===== src/rtl/dice_pkg.sv =====
// Shared types and face patterns for the dice result keeper.
package dice_pkg;

    typedef enum logic [1:0] {
        IDLE,
        ROLLING,
        BLINK
    } state_t;

    localparam logic [6:0] FACE_1   = 7'h08;
    localparam logic [6:0] FACE_2   = 7'h41;
    localparam logic [6:0] FACE_3   = 7'h49;
    localparam logic [6:0] FACE_4   = 7'h63;
    localparam logic [6:0] FACE_5   = 7'h6B;
    localparam logic [6:0] FACE_6   = 7'h77;
    localparam logic [6:0] FACE_OFF = 7'h00;

    // LED order {TL,TR,ML,C,MR,BL,BR}; illegal values show a dark face.
    function automatic logic [6:0] face_of(input logic [2:0] value);
        logic [6:0] face;
        face = FACE_OFF;
        case (value)
            3'd1:    face = FACE_1;
            3'd2:    face = FACE_2;
            3'd3:    face = FACE_3;
            3'd4:    face = FACE_4;
            3'd5:    face = FACE_5;
            3'd6:    face = FACE_6;
            default: face = FACE_OFF;
        endcase
        return face;
    endfunction

endpackage


===== src/rtl/dice_result_keeper_if.sv =====
// Dice input and score/face output bundle between the dice and the board logic.
interface dice_result_keeper_if #(
    parameter int unsigned TOTAL_W = 8,
    parameter int unsigned CNT_W   = 6
);
    logic               button;
    logic [2:0]         throw;
    logic [2:0]         result;
    logic               result_valid;
    logic [6:0]         face;
    logic [TOTAL_W-1:0] total;
    logic [CNT_W-1:0]   rolls;
    logic               busy;

    modport master (
        output button, throw,
        input  result, result_valid, face, total, rolls, busy
    );

    modport slave (
        input  button, throw,
        output result, result_valid, face, total, rolls, busy
    );
endinterface


===== src/rtl/dice_face_decoder.sv =====
// Combinational dice value to 7-LED face pattern.
module dice_face_decoder
    import dice_pkg::*;
(
    input  logic [2:0] i_value,
    output logic [6:0] o_face_c
);
    assign o_face_c = face_of(i_value);
endmodule


===== src/rtl/dice_result_keeper.sv =====
// Captures the dice value on button release, blinks the face and keeps a
// saturating score and a wrapping roll count.
module dice_result_keeper
    import dice_pkg::*;
#(
    parameter int unsigned BLINK_CYCLES = 8,
    parameter int unsigned TOTAL_W      = 8,
    parameter int unsigned CNT_W        = 6
) (
    input  logic                  clk,
    input  logic                  rst,
    dice_result_keeper_if.slave   bus
);
    localparam int unsigned BLINK_W = (BLINK_CYCLES > 2) ? $clog2(BLINK_CYCLES) : 1;
    localparam int unsigned SUM_W   = TOTAL_W + 1;

    state_t             r_state;
    logic               r_button_q;
    logic [2:0]         r_result;
    logic               r_result_valid;
    logic [TOTAL_W-1:0] r_total;
    logic [CNT_W-1:0]   r_rolls;
    logic [BLINK_W-1:0] r_cnt;

    logic               w_release;
    logic               w_throw_ok;
    logic [SUM_W-1:0]   w_sum;
    logic [TOTAL_W-1:0] w_total_next;
    logic [6:0]         w_live_face;
    logic [6:0]         w_result_face;
    logic [6:0]         w_face;

    assign w_release    = r_button_q & ~bus.button;
    assign w_throw_ok   = (bus.throw != 3'd0) && (bus.throw != 3'd7);
    assign w_sum        = {1'b0, r_total} + SUM_W'(bus.throw);
    assign w_total_next = w_sum[TOTAL_W] ? {TOTAL_W{1'b1}} : w_sum[TOTAL_W-1:0];

    dice_face_decoder u_live_face (
        .i_value  (bus.throw),
        .o_face_c (w_live_face)
    );

    dice_face_decoder u_result_face (
        .i_value  (r_result),
        .o_face_c (w_result_face)
    );

    // Roll FSM with capture, scoring and blink countdown.
    always_ff @(posedge clk or negedge rst) begin
        if (!rst) begin
            r_state        <= IDLE;
            r_button_q     <= 1'b0;
            r_result       <= 3'd0;
            r_result_valid <= 1'b0;
            r_total        <= '0;
            r_rolls        <= '0;
            r_cnt          <= '0;
        end else begin
            r_button_q     <= bus.button;
            r_result_valid <= 1'b0;
            case (r_state)
                IDLE: begin
                    if (bus.button) r_state <= ROLLING;
                end
                ROLLING: begin
                    if (w_release) begin
                        if (w_throw_ok) begin
                            r_result       <= bus.throw;
                            r_result_valid <= 1'b1;
                            r_total        <= w_total_next;
                            r_rolls        <= r_rolls + CNT_W'(1);
                            r_cnt          <= BLINK_W'(BLINK_CYCLES - 1);
                            r_state        <= BLINK;
                        end else begin
                            r_state <= IDLE;
                        end
                    end
                end
                BLINK: begin
                    // A new press cuts the blink short.
                    if (bus.button)        r_state <= ROLLING;
                    else if (r_cnt == '0)  r_state <= IDLE;
                    else                   r_cnt   <= r_cnt - BLINK_W'(1);
                end
                default: r_state <= IDLE;
            endcase
        end
    end

    always_comb begin
        w_face = FACE_OFF;
        case (r_state)
            ROLLING: w_face = w_live_face;
            BLINK:   w_face = r_cnt[0] ? FACE_OFF : w_result_face;
            default: w_face = w_result_face;
        endcase
    end

    assign bus.result       = r_result;
    assign bus.result_valid = r_result_valid;
    assign bus.face         = w_face;
    assign bus.total        = r_total;
    assign bus.rolls        = r_rolls;
    assign bus.busy         = (r_state != IDLE);

endmodule

===== src/flat_wrapper.sv =====
// flat-port wrapper written by rule: the top's interface ports become plain ports
module dice_result_keeper_flat import dice_pkg::*;
#(
    parameter int unsigned BLINK_CYCLES = 8,
    parameter int unsigned TOTAL_W      = 8,
    parameter int unsigned CNT_W        = 6
)
  (clk, rst, bus_button, bus_throw, bus_result, bus_result_valid, bus_face, bus_total, bus_rolls, bus_busy);
  dice_result_keeper_if #(.TOTAL_W(TOTAL_W), .CNT_W(CNT_W)) bus_i ();
  input  logic clk;
  input  logic rst;
  input wire logic [$bits(bus_i.button)-1:0] bus_button;
  input wire logic [$bits(bus_i.throw)-1:0] bus_throw;
  output wire logic [$bits(bus_i.result)-1:0] bus_result;
  output wire logic [$bits(bus_i.result_valid)-1:0] bus_result_valid;
  output wire logic [$bits(bus_i.face)-1:0] bus_face;
  output wire logic [$bits(bus_i.total)-1:0] bus_total;
  output wire logic [$bits(bus_i.rolls)-1:0] bus_rolls;
  output wire logic [$bits(bus_i.busy)-1:0] bus_busy;
  assign bus_i.button = bus_button;
  assign bus_i.throw = bus_throw;
  assign bus_result = bus_i.result;
  assign bus_result_valid = bus_i.result_valid;
  assign bus_face = bus_i.face;
  assign bus_total = bus_i.total;
  assign bus_rolls = bus_i.rolls;
  assign bus_busy = bus_i.busy;
  dice_result_keeper #(.BLINK_CYCLES(BLINK_CYCLES), .TOTAL_W(TOTAL_W), .CNT_W(CNT_W)) u_core (.clk(clk), .rst(rst), .bus(bus_i));
endmodule

===== config.mk =====
export PLATFORM = sky130hd
export DESIGN_NAME = dice_result_keeper_flat
export DESIGN_NICKNAME = d
export VERILOG_FILES = /design/src/rtl/dice_pkg.sv /design/src/rtl/dice_result_keeper_if.sv /design/src/rtl/dice_face_decoder.sv /design/src/rtl/dice_result_keeper.sv /design/src/flat_wrapper.sv
export SDC_FILE = /design/constraint.sdc
export NUM_CORES = 1
export LEC_CHECK = 0
export BUFFER_PORTS_ARGS = -buffer_cell sky130_fd_sc_hd__buf_4
export CAP_MARGIN = 15
export CORE_AREA = 8 8 62 64
export DETAILED_ROUTE_END_ITERATION = 6
export DIE_AREA = 0 0 70 72
export PLACE_DENSITY = 0.73
export SLEW_MARGIN = 10
export SYNTH_ARGS = -nofsm -noshare
export SYNTH_HDL_FRONTEND = slang
export SYNTH_SLANG_ARGS = --single-unit

===== constraint.sdc =====
create_clock -name clk -period 2.3 [get_ports clk]
set_clock_uncertainty 0.15 [all_clocks]
set_input_delay 0.345 -clock clk [delete_from_list [all_inputs] [get_ports clk]]
set_output_delay 0.345 -clock clk [all_outputs]
set_load 0.01 [all_outputs]

Yosys cells after proc, flatten, opt, wreduce, memory -nomap -nowiden --
Cells that the tools add are included.
Word-level totals: logic and storage cells 61, flip-flop bits (word level) 24
Cells by class: multiplexer cells 19, bitwise gates (word level) 2, eq/ne operators 21, reduce and logical (&&, ||, !) cells 9, $add $sub $neg 3
Operators by type and width (count):
- $pmux W7 S6 | 2
- $eq A3 B3 Y1 const B | 6
- $pmux W7 S2 | 1
- $eq A3 B2 Y1 const B | 4
- $mux W3 | 4
- $mux W2 | 5
- $add A8 B3 Y9 | 1
- $mux W8 | 1
- $mux W7 | 1
- $add A6 B1 Y6 const B | 1
- $eq A3 B1 Y1 const B | 2
- $ne A2 B2 Y1 const B | 3
- $pmux W2 S3 | 1
- $pmux W3 S2 | 1
- $reduce_and A3 Y1 | 2
- $reduce_and A5 Y1 | 1
- $ne A2 B1 Y1 const B | 2
- $reduce_bool A2 Y1 | 2
- $logic_not A3 Y1 | 1
- $mux W1 | 3
- $ne A3 B2 Y1 const B | 1
- $ne A3 B3 Y1 const B | 1
- $reduce_bool A3 Y1 | 1
- $sub A3 B1 Y3 const B | 1
- other kinds (6) | 6

Depth between registers and ports, before layout --
Gate-level depths: netlist of run 1.
depth in word-level cells 5, depth in mapped cells 9, mapped depth without buffers 7

Cells and area by module --
A second synthesis of run 1 with hierarchy kept.
Second synthesis, totals: cell total of the unflattened synthesis 139, area total of the unflattened synthesis 1477.7 sq um
Modules (own cells, without submodules):
- dice_result_keeper | instances 1, area an instance 1365.1 sq um, cells an instance 121, sequential area each 600.6 sq um
- dice_face_decoder | instances 2, area an instance 56.3 sq um, cells an instance 9, sequential area each 0.0 sq um

Worst setup path before layout of run 1 --
Ideal clock, no wire load.
path kind reg2out, start register u_core.r_state[0], end output bus_face[6], required time 1805 ps, path slack 83 ps, arrival time 1722 ps, stages on the path, launching flop included 8, cells stage by stage dfrtp_1 -> inv_1 -> ha_1 -> inv_1 -> o21ai_0 -> a32o_1 -> a311o_1 -> buf_4
Between the ends: longest elaborated chain between the ends 2, elaborated cells between the ends (all ways) 3
RTL lines:
- start: declaration | RTL line dice_result_keeper.sv:17 | state_t r_state;
- start signal: assignment | RTL line dice_result_keeper.sv:51 | r_state <= IDLE;
- start signal: assignment | RTL line dice_result_keeper.sv:63 | if (bus.button) r_state <= ROLLING;
- start signal: assignment | RTL line dice_result_keeper.sv:73 | r_state <= BLINK;
- $eq A2 B2 Y1 / $eq A2 B1 Y1 (equally long branches) | RTL line dice_result_keeper.sv:92 | case (r_state)
- $pmux W7 S2 (*) | RTL line dice_result_keeper.sv:92
- end: declaration | RTL line flat_wrapper.sv:16 | output wire logic [$bits(bus_i.face)-1:0] bus_face;
Mark *: on every way between the ends. The rest lies on a longest branch, timed or not.

Final worst setup path of run 1 --
start register u_core.r_state[1], end output bus_face[0]
Same word-level chain as after synthesis.

==> results.json, run 1 <==
{
  "status": "complete, but fails checks",
  "violations": "setup timing",
  "regToRegSetupSlack_ns": 0.17,
  "ant_nets": 0,
  "grt_start_max_net_pins": 25,
  "synth_fp_nets": 161,
  "crit_path_start": "u_core.r_state[1]$_DFFE_PN0P_",
  "synth_area_leader_cell": "dfrtp_1",
  "placed_area_sq_um": 1690,
  "hp-start": "bus_button",
  "cpLargestDelayFamily": "compound AO/OA/AOI/OAI gates",
  "worst_ep_arrival_time_ns": 1.95,
  "timing.final.crit_period_ns": 2.45,
  "r2r-start": "u_core.r_state[1]$_DFFE_PN0P_",
  "hold_viol_final": 0,
  "synth-edff-count": 0,
  "cts_tree": "built",
  "dp.cells": 205,
  "r2r-end": "u_core.bus.total[4]$_DFFE_PN0P_",
  "post-route-worst-setup-slack_ns": -0.146,
  "nets": 197,
  "async_reset_ff_frac": 1.00,
  "die-area_sq_um": 5040,
  "cts-htree-levels": 1,
  "setup_tns_ns": -0.291,
  "drive_gt1_frac": 0.324,
  "grt_pass1_wl_microns": 5770,
  "clkSlewWorstSetupHoldPaths_ns": 0.14,
  "syn_inst": 144,
  "grt_use_total": 0.136,
  "routedWlPerCell_microns": 15.9,
  "viasPerCell": 5.70,
  "grt_setup_unrepaired": "true",
  "worstSetupPathDepth": 6,
  "ios": 32,
  "finalCritPeriodShare": 1.06,
  "first_pass_iters": 4,
  "clkSinkCount": 24,
  "cts-root-buf": "clkbuf_4",
  "p_leak_uw": 0.000872,
  "ff2ff_path_depth": 7,
  "wl_microns": 3380,
  "drc": 0,
  "worstHoldPathCells": 1,
  "hold_path.class": "primary input to register",
  "first_iter_violations": 59,
  "synth_common_cells": "24 x dfrtp_1, 20 x nand2_1, 11 x a21oi_1, 10 x ha_1, 10 x inv_1",
  "syn2layout_area_growth_pct": 22.7,
  "maxCapViolCount": 0,
  "max-clock-path-buffers": 2,
  "grt_overflow": 0,
  "yosysMostFrequentCell": "dfrtp_1",
  "cts_buffers": 3,
  "synth_area_sq_um": 1450,
  "final_core_util": 0.613,
  "max_freq_ghz": 0.409,
  "final_max_slew_viol_count": 0,
  "required_ns": 1.80,
  "worst-path-buf-inv": 2,
  "synth_area_leaders": "dfrtp_1 41%, ha_1 8.6%, nand2_1 5.2%",
  "cp_max_fo": 3,
  "worst_setup_path_end_kind": "primary output",
  "critical_path.cell_chain": "inv_2 -> ha_4 -> and3_4 -> a32o_2 -> a311o_1 -> buf_4",
  "clk_latency_ns": 0.32,
  "cp_slowest_cell": "dfrtp_1",
  "finalSetupViolCount": 2,
  "timing.hold.ws_ns": 0.0340,
  "antenna_found_initial": 0,
  "numPortBuffers": 31,
  "worst-slew-pin-transition_ns": 0.592,
  "rows": 20,
  "synth_top_flop_cell": "dfrtp_1",
  "min_to": "u_core.r_button_q$_DFF_PN0_",
  "vdd_drop_max_uv": 864,
  "place_congestion": 0.800,
  "core_sq_um": 2900,
  "power_density_nw_per_um2": 1190,
  "synthDistinctLibCells": 45,
  "crit_type": "register to primary output",
  "first_global_vias": 1239,
  "start_util": 0.499,
  "nFillCells": 255,
  "dieHeight_microns": 72,
  "instances_no_fill": 212,
  "yosysSeqAreaShare": 0.415,
  "ys_ff_latch": 24,
  "vias": 1208,
  "slew_headroom": 0.604,
  "syn_avg_cell_area_sq_um": 10.1,
  "start_kind": "register",
  "die_x_microns": 70,
  "finish.instance_area_sq_um": 1780,
  "dp_hpwl_microns": 2520,
  "num_antenna_cells": 0,
  "critical-path-max-stage-delay_ns": 0.44,
  "ys.warnings.count": 0,
  "synth_top_area_share": 0.415
}
[layout by cell type, fill, tap and decap left out, types with 3 or more instances in the layout]
master | synthesis | final
buf_4 | 3 | 35
dfrtp_1 | 24 | 24
nand2_1 | 20 | 20
a21oi_1 | 11 | 11
inv_1 | 10 | 7
ha_1 | 10 | 7
o21ai_0 | 6 | 5
xnor2_1 | 5 | 5
nor2_1 | 4 | 4
mux2i_1 | 4 | 4
inv_2 | 0 | 3
o21ai_1 | 2 | 3
a31oi_1 | 3 | 3
clkbuf_4 | 0 | 3
[state kept, by name (all words and copies together) (netlist names)]
register                 count
u_core.r_state               2
u_core.r_cnt                 3
u_core.r_button_q            1
u_core.bus.result_valid      1
u_core.bus.total             8
u_core.bus.rolls             6
u_core.bus.result            3
[logic make-up after synthesis]
family                   after synthesis  synth area share
AND/OR/NAND/NOR                       50             0.206
flip-flops                            24             0.415
adder cells (fa/ha/maj)               11             0.100
XOR/XNOR                               6            0.0363
buffers and inverters                 16            0.0630
multiplexers                           6            0.0458
AO/OA/AOI/OAI                         31             0.135
[report_power, final]
group | switching (uW) | leakage [uW] | internal, uW
Combinational | 569 | 0.000552 | 609
Sequential | 151 | 0.000299 | 551
Clock | 134 | 0.0000210 | 96.8
Total | 854 | 0.000872 | 1260
[worst reg2reg max path: cells and delay by family, from the launching register on]
| family | cells | cell delay, ns |
|---|---|---|
| DFF | 1 | 0.44 |
| muxes | 1 | 0.30 |
| adders and majority gates | 1 | 0.27 |
| and+or+nand+nor | 3 | 0.61 |
| buffers and inverters | 2 | 0.27 |
[worst max-delay path by stage]
stage | slack [ns] | to
6_report | -0.15 | bus_face[0]
5_1_grt | -0.20 | bus_face[0]
4_1_cts | -0.15 | bus_face[0]
3_5_place_dp | 0.09 | bus_face[0]
3_3_place_gp | 0.14 | bus_face[0]
2_1_floorplan | 0.08 | bus_face[6]
[final cells by class]
cell class	instances	area, sq um	area share
clock buffers	4	36.3	0.0204
inverters	11	46.3	0.0260
multi-input cells	104	781	0.439
repair buffers	36	273	0.153
well taps	33	41.3	0.0232
flip-flops and latches	24	601	0.338
[routing by layer]
metal  vias up  track usage  wire length, microns  share of wire
met5         -            0                     0              0
li1        582            -                     -              -
met3         4       0.0286                   169          0.050
met2        35        0.234                  1660           0.49
met1       587        0.164                  1520           0.45
met4         0       0.0469                    34          0.010
[through the flow]
step                      setup WS, ns  total power (uW)
final                           -0.146              2110
after global routing            -0.196              2270
after CTS                       -0.149              2110
after detailed placement        0.0854              1810
after global placement           0.141              1760
after floorplan                 0.0834              1360
[what timing repair did]
item | CTS | global route
pin swaps | 3 | 0
setup buffers | 1 | 1
setup endpoints to repair | 5 | 7
hold endpoints to repair | 24 | 0
resized for setup | 8 | 1
hold buffers | 1 | 0
Note: power is estimated with default switching activity, not from simulation.
==> run 2, diff against run 1 <==
Settings changed: CELL_PAD_IN_SITES_DETAIL_PLACEMENT set to 1, CELL_PAD_IN_SITES_GLOBAL_PLACEMENT set to 2, CORE_AREA 8 8 62 64 to 2 2 70 72, DIE_AREA 0 0 70 72 to 0 0 72 74, PLACE_DENSITY 0.73 to 0.74.
==> run 2 against run 1 <==
  * The flow still finishes with violations (setup timing)
  * Final cell count increased by 13%
  * Design area increased by 6.5%
  * Via count increased by 0.99%
  * Wire length increased by 9.6%
  * Worst hold slack improved by 0.055 ns
  * Global-route usage increased by 0.90 points
  * Combinational power increased by 6%
  * Non-clock buffer count increased by 6
  * Die area increased by 5.7%
  * Utilization decreased by 20 points
  * Critical path depth unchanged
  * Register-to-register slack improved by 0.08 ns
  * Critical endpoint unchanged
  * Highest routed layer unchanged
==> results.json, run 2 (synthesized netlist as in run 1, its figures left out) <==
{
  "status": "complete, but fails checks",
  "violations": "setup timing",
  "grt_pass1_wl_microns": 6030,
  "die-area_sq_um": 5330,
  "max-clock-path-buffers": 2,
  "ios": 32,
  "die_x_microns": 72,
  "wl_microns": 3700,
  "grt_setup_unrepaired": "true",
  "post-place-ws_ns": 0.0738,
  "mostFrequentLayoutCells": "41 x buf_4, 24 x dfrtp_1, 20 x nand2_1",
  "core_sq_um": 4600,
  "antenna_found_initial": 0,
  "cp_max_fo": 3,
  "hold_viol_final": 0,
  "critical-path-max-stage-delay_ns": 0.42,
  "max_freq_ghz": 0.417,
  "worst_ep_arrival_time_ns": 1.90,
  "worst-slew-pin-transition_ns": 0.445,
  "grt_start_max_net_pins": 25,
  "dieHeight_microns": 74,
  "final_max_slew_viol_count": 0,
  "required_ns": 1.80,
  "placed_area_sq_um": 1730,
  "clk_latency_ns": 0.27,
  "final_core_util": 0.412,
  "clkSlewWorstSetupHoldPaths_ns": 0.09,
  "start_kind": "register",
  "finish.instance_area_sq_um": 1890,
  "ant_nets": 0,
  "critical_path.cell_chain": "inv_2 -> ha_4 -> and3_4 -> a32o_2 -> a311o_1 -> buf_4",
  "grt_overflow": 0,
  "cts_tree": "built",
  "vias": 1220,
  "cp_slowest_cell": "dfrtp_1",
  "num_antenna_cells": 0,
  "first_global_vias": 1297,
  "slew_headroom": 0.701,
  "numPortBuffers": 31,
  "worst_setup_path_end_kind": "primary output",
  "power_density_nw_per_um2": 1230,
  "grt_use_total": 0.145,
  "p_leak_uw": 0.000919,
  "syn2layout_area_growth_pct": 30.7,
  "viasPerCell": 5.10,
  "clkSinkCount": 24,
  "cts-htree-levels": 1,
  "p_total_uw": 2330,
  "hold_path.class": "primary input to register",
  "cts-root-buf": "clkbuf_8",
  "finalSetupViolCount": 4,
  "first_iter_violations": 23,
  "nets": 203,
  "cts_buffers": 3,
  "first_pass_iters": 2,
  "drc": 0,
  "finalCritPeriodShare": 1.04,
  "timing.final.crit_period_ns": 2.40,
  "post-route-worst-setup-slack_ns": -0.0962,
  "start_util": 0.315,
  "maxCapViolCount": 0,
  "setup_tns_ns": -0.252,
  "layout_commonest_cell": "buf_4",
  "dp_hpwl_microns": 2640,
  "vdd_drop_max_uv": 383,
  "place_congestion": 0.710,
  "drive_gt1_frac": 0.335,
  "routedWlPerCell_microns": 15.5,
  "rows": 25,
  "crit_type": "register to primary output",
  "largest_reg_flops": 8
}
## run 2: changes by cell type in the layout (fill, tap and decap cells not counted)
| cell | before | now |
|---|---|---|
| ha_4 | 1 | 2 |
| ha_2 | 2 | 1 |
| clkbuf_8 | 1 | 3 |
| bufinv_16 | 0 | 1 |
| inv_2 | 3 | 1 |
| clkbuf_4 | 3 | 0 |
| buf_4 | 35 | 41 |
| inv_1 | 7 | 9 |
## run 2: layout make-up
type / instances / area (sq um)
Clock buffer: 3 / 41.3
Clock inverter: 1 / 30.0
Fill cell: 539 / 2700
Inverter: 11 / 46.3
Multi-Input combinational cell: 104 / 791
Sequential cell: 24 / 601
Tap cell: 54 / 67.6
Timing Repair Buffer: 42 / 318
## run 2: layer usage
metal	share of wire	track usage
met5	0	0
met4	0.010	0.0503
met3	0.024	0.0217
met2	0.52	0.252
met1	0.45	0.185
## run 2: final timing paths
| check | startpoint | to | slack, ns | depth (start not counted) |
|---|---|---|---|---|
| max | u_core.r_state[1]$_DFFE_PN0P_ | bus_face[0] | -0.1 | 6 |
| min | bus_button | u_core.r_button_q$_DFF_PN0_ | 0.09 | 1 |
| max reg2reg | u_core.bus.total[0]$_DFFE_PN0P_ | u_core.bus.total[4]$_DFFE_PN0P_ | 0.25 | 5 |
| min reg2reg | u_core.bus.rolls[5]$_DFFE_PN0P_ | u_core.bus.rolls[5]$_DFFE_PN0P_ | 0.34 | 1 |
| max in group asynchronous | rst | u_core.bus.rolls[2]$_DFFE_PN0P_ | 1.40 | 2 |
| min in group asynchronous | rst | u_core.r_cnt[1]$_DFFE_PN0P_ | 0.35 | 2 |
## run 2: stage by stage
step / cells / hold slack (ns)
final: 239 / 0.0887
after global routing: 239 / 0.0910
after CTS: 236 / 0.0754
after detailed placement: 227 / 0.123
after global placement: 227 / 0.124
after floorplan: 144 / -0.101
## run 2: report_power, final
part / internal, uW / total, uW / switching (uW)
sequential: 551 / 704 / 153
combinational: 663 / 1250 / 589
clock: 233 / 378 / 145
## run 2: worst max-delay path, delay by kind of cell (launching register included)
kind / cells / cell delay [ns]
AND/OR/NAND/NOR: 1 / 0.18
AO/OA/AOI/OAI: 2 / 0.53
flip-flops: 1 / 0.42
adder cells (fa/ha/maj): 1 / 0.22
buffers and inverters: 2 / 0.28
## run 2: what timing repair did
| action | in CTS | in global routing |
|---|---|---|
| cloned | 0 | 0 |
| hold buffers | 1 | 0 |
| pin swaps | 3 | 0 |
| resized for setup | 7 | 1 |
| hold endpoints to repair | 24 | 0 |
| setup endpoints to repair | 3 | 7 |
| setup buffers | 4 | 3 |
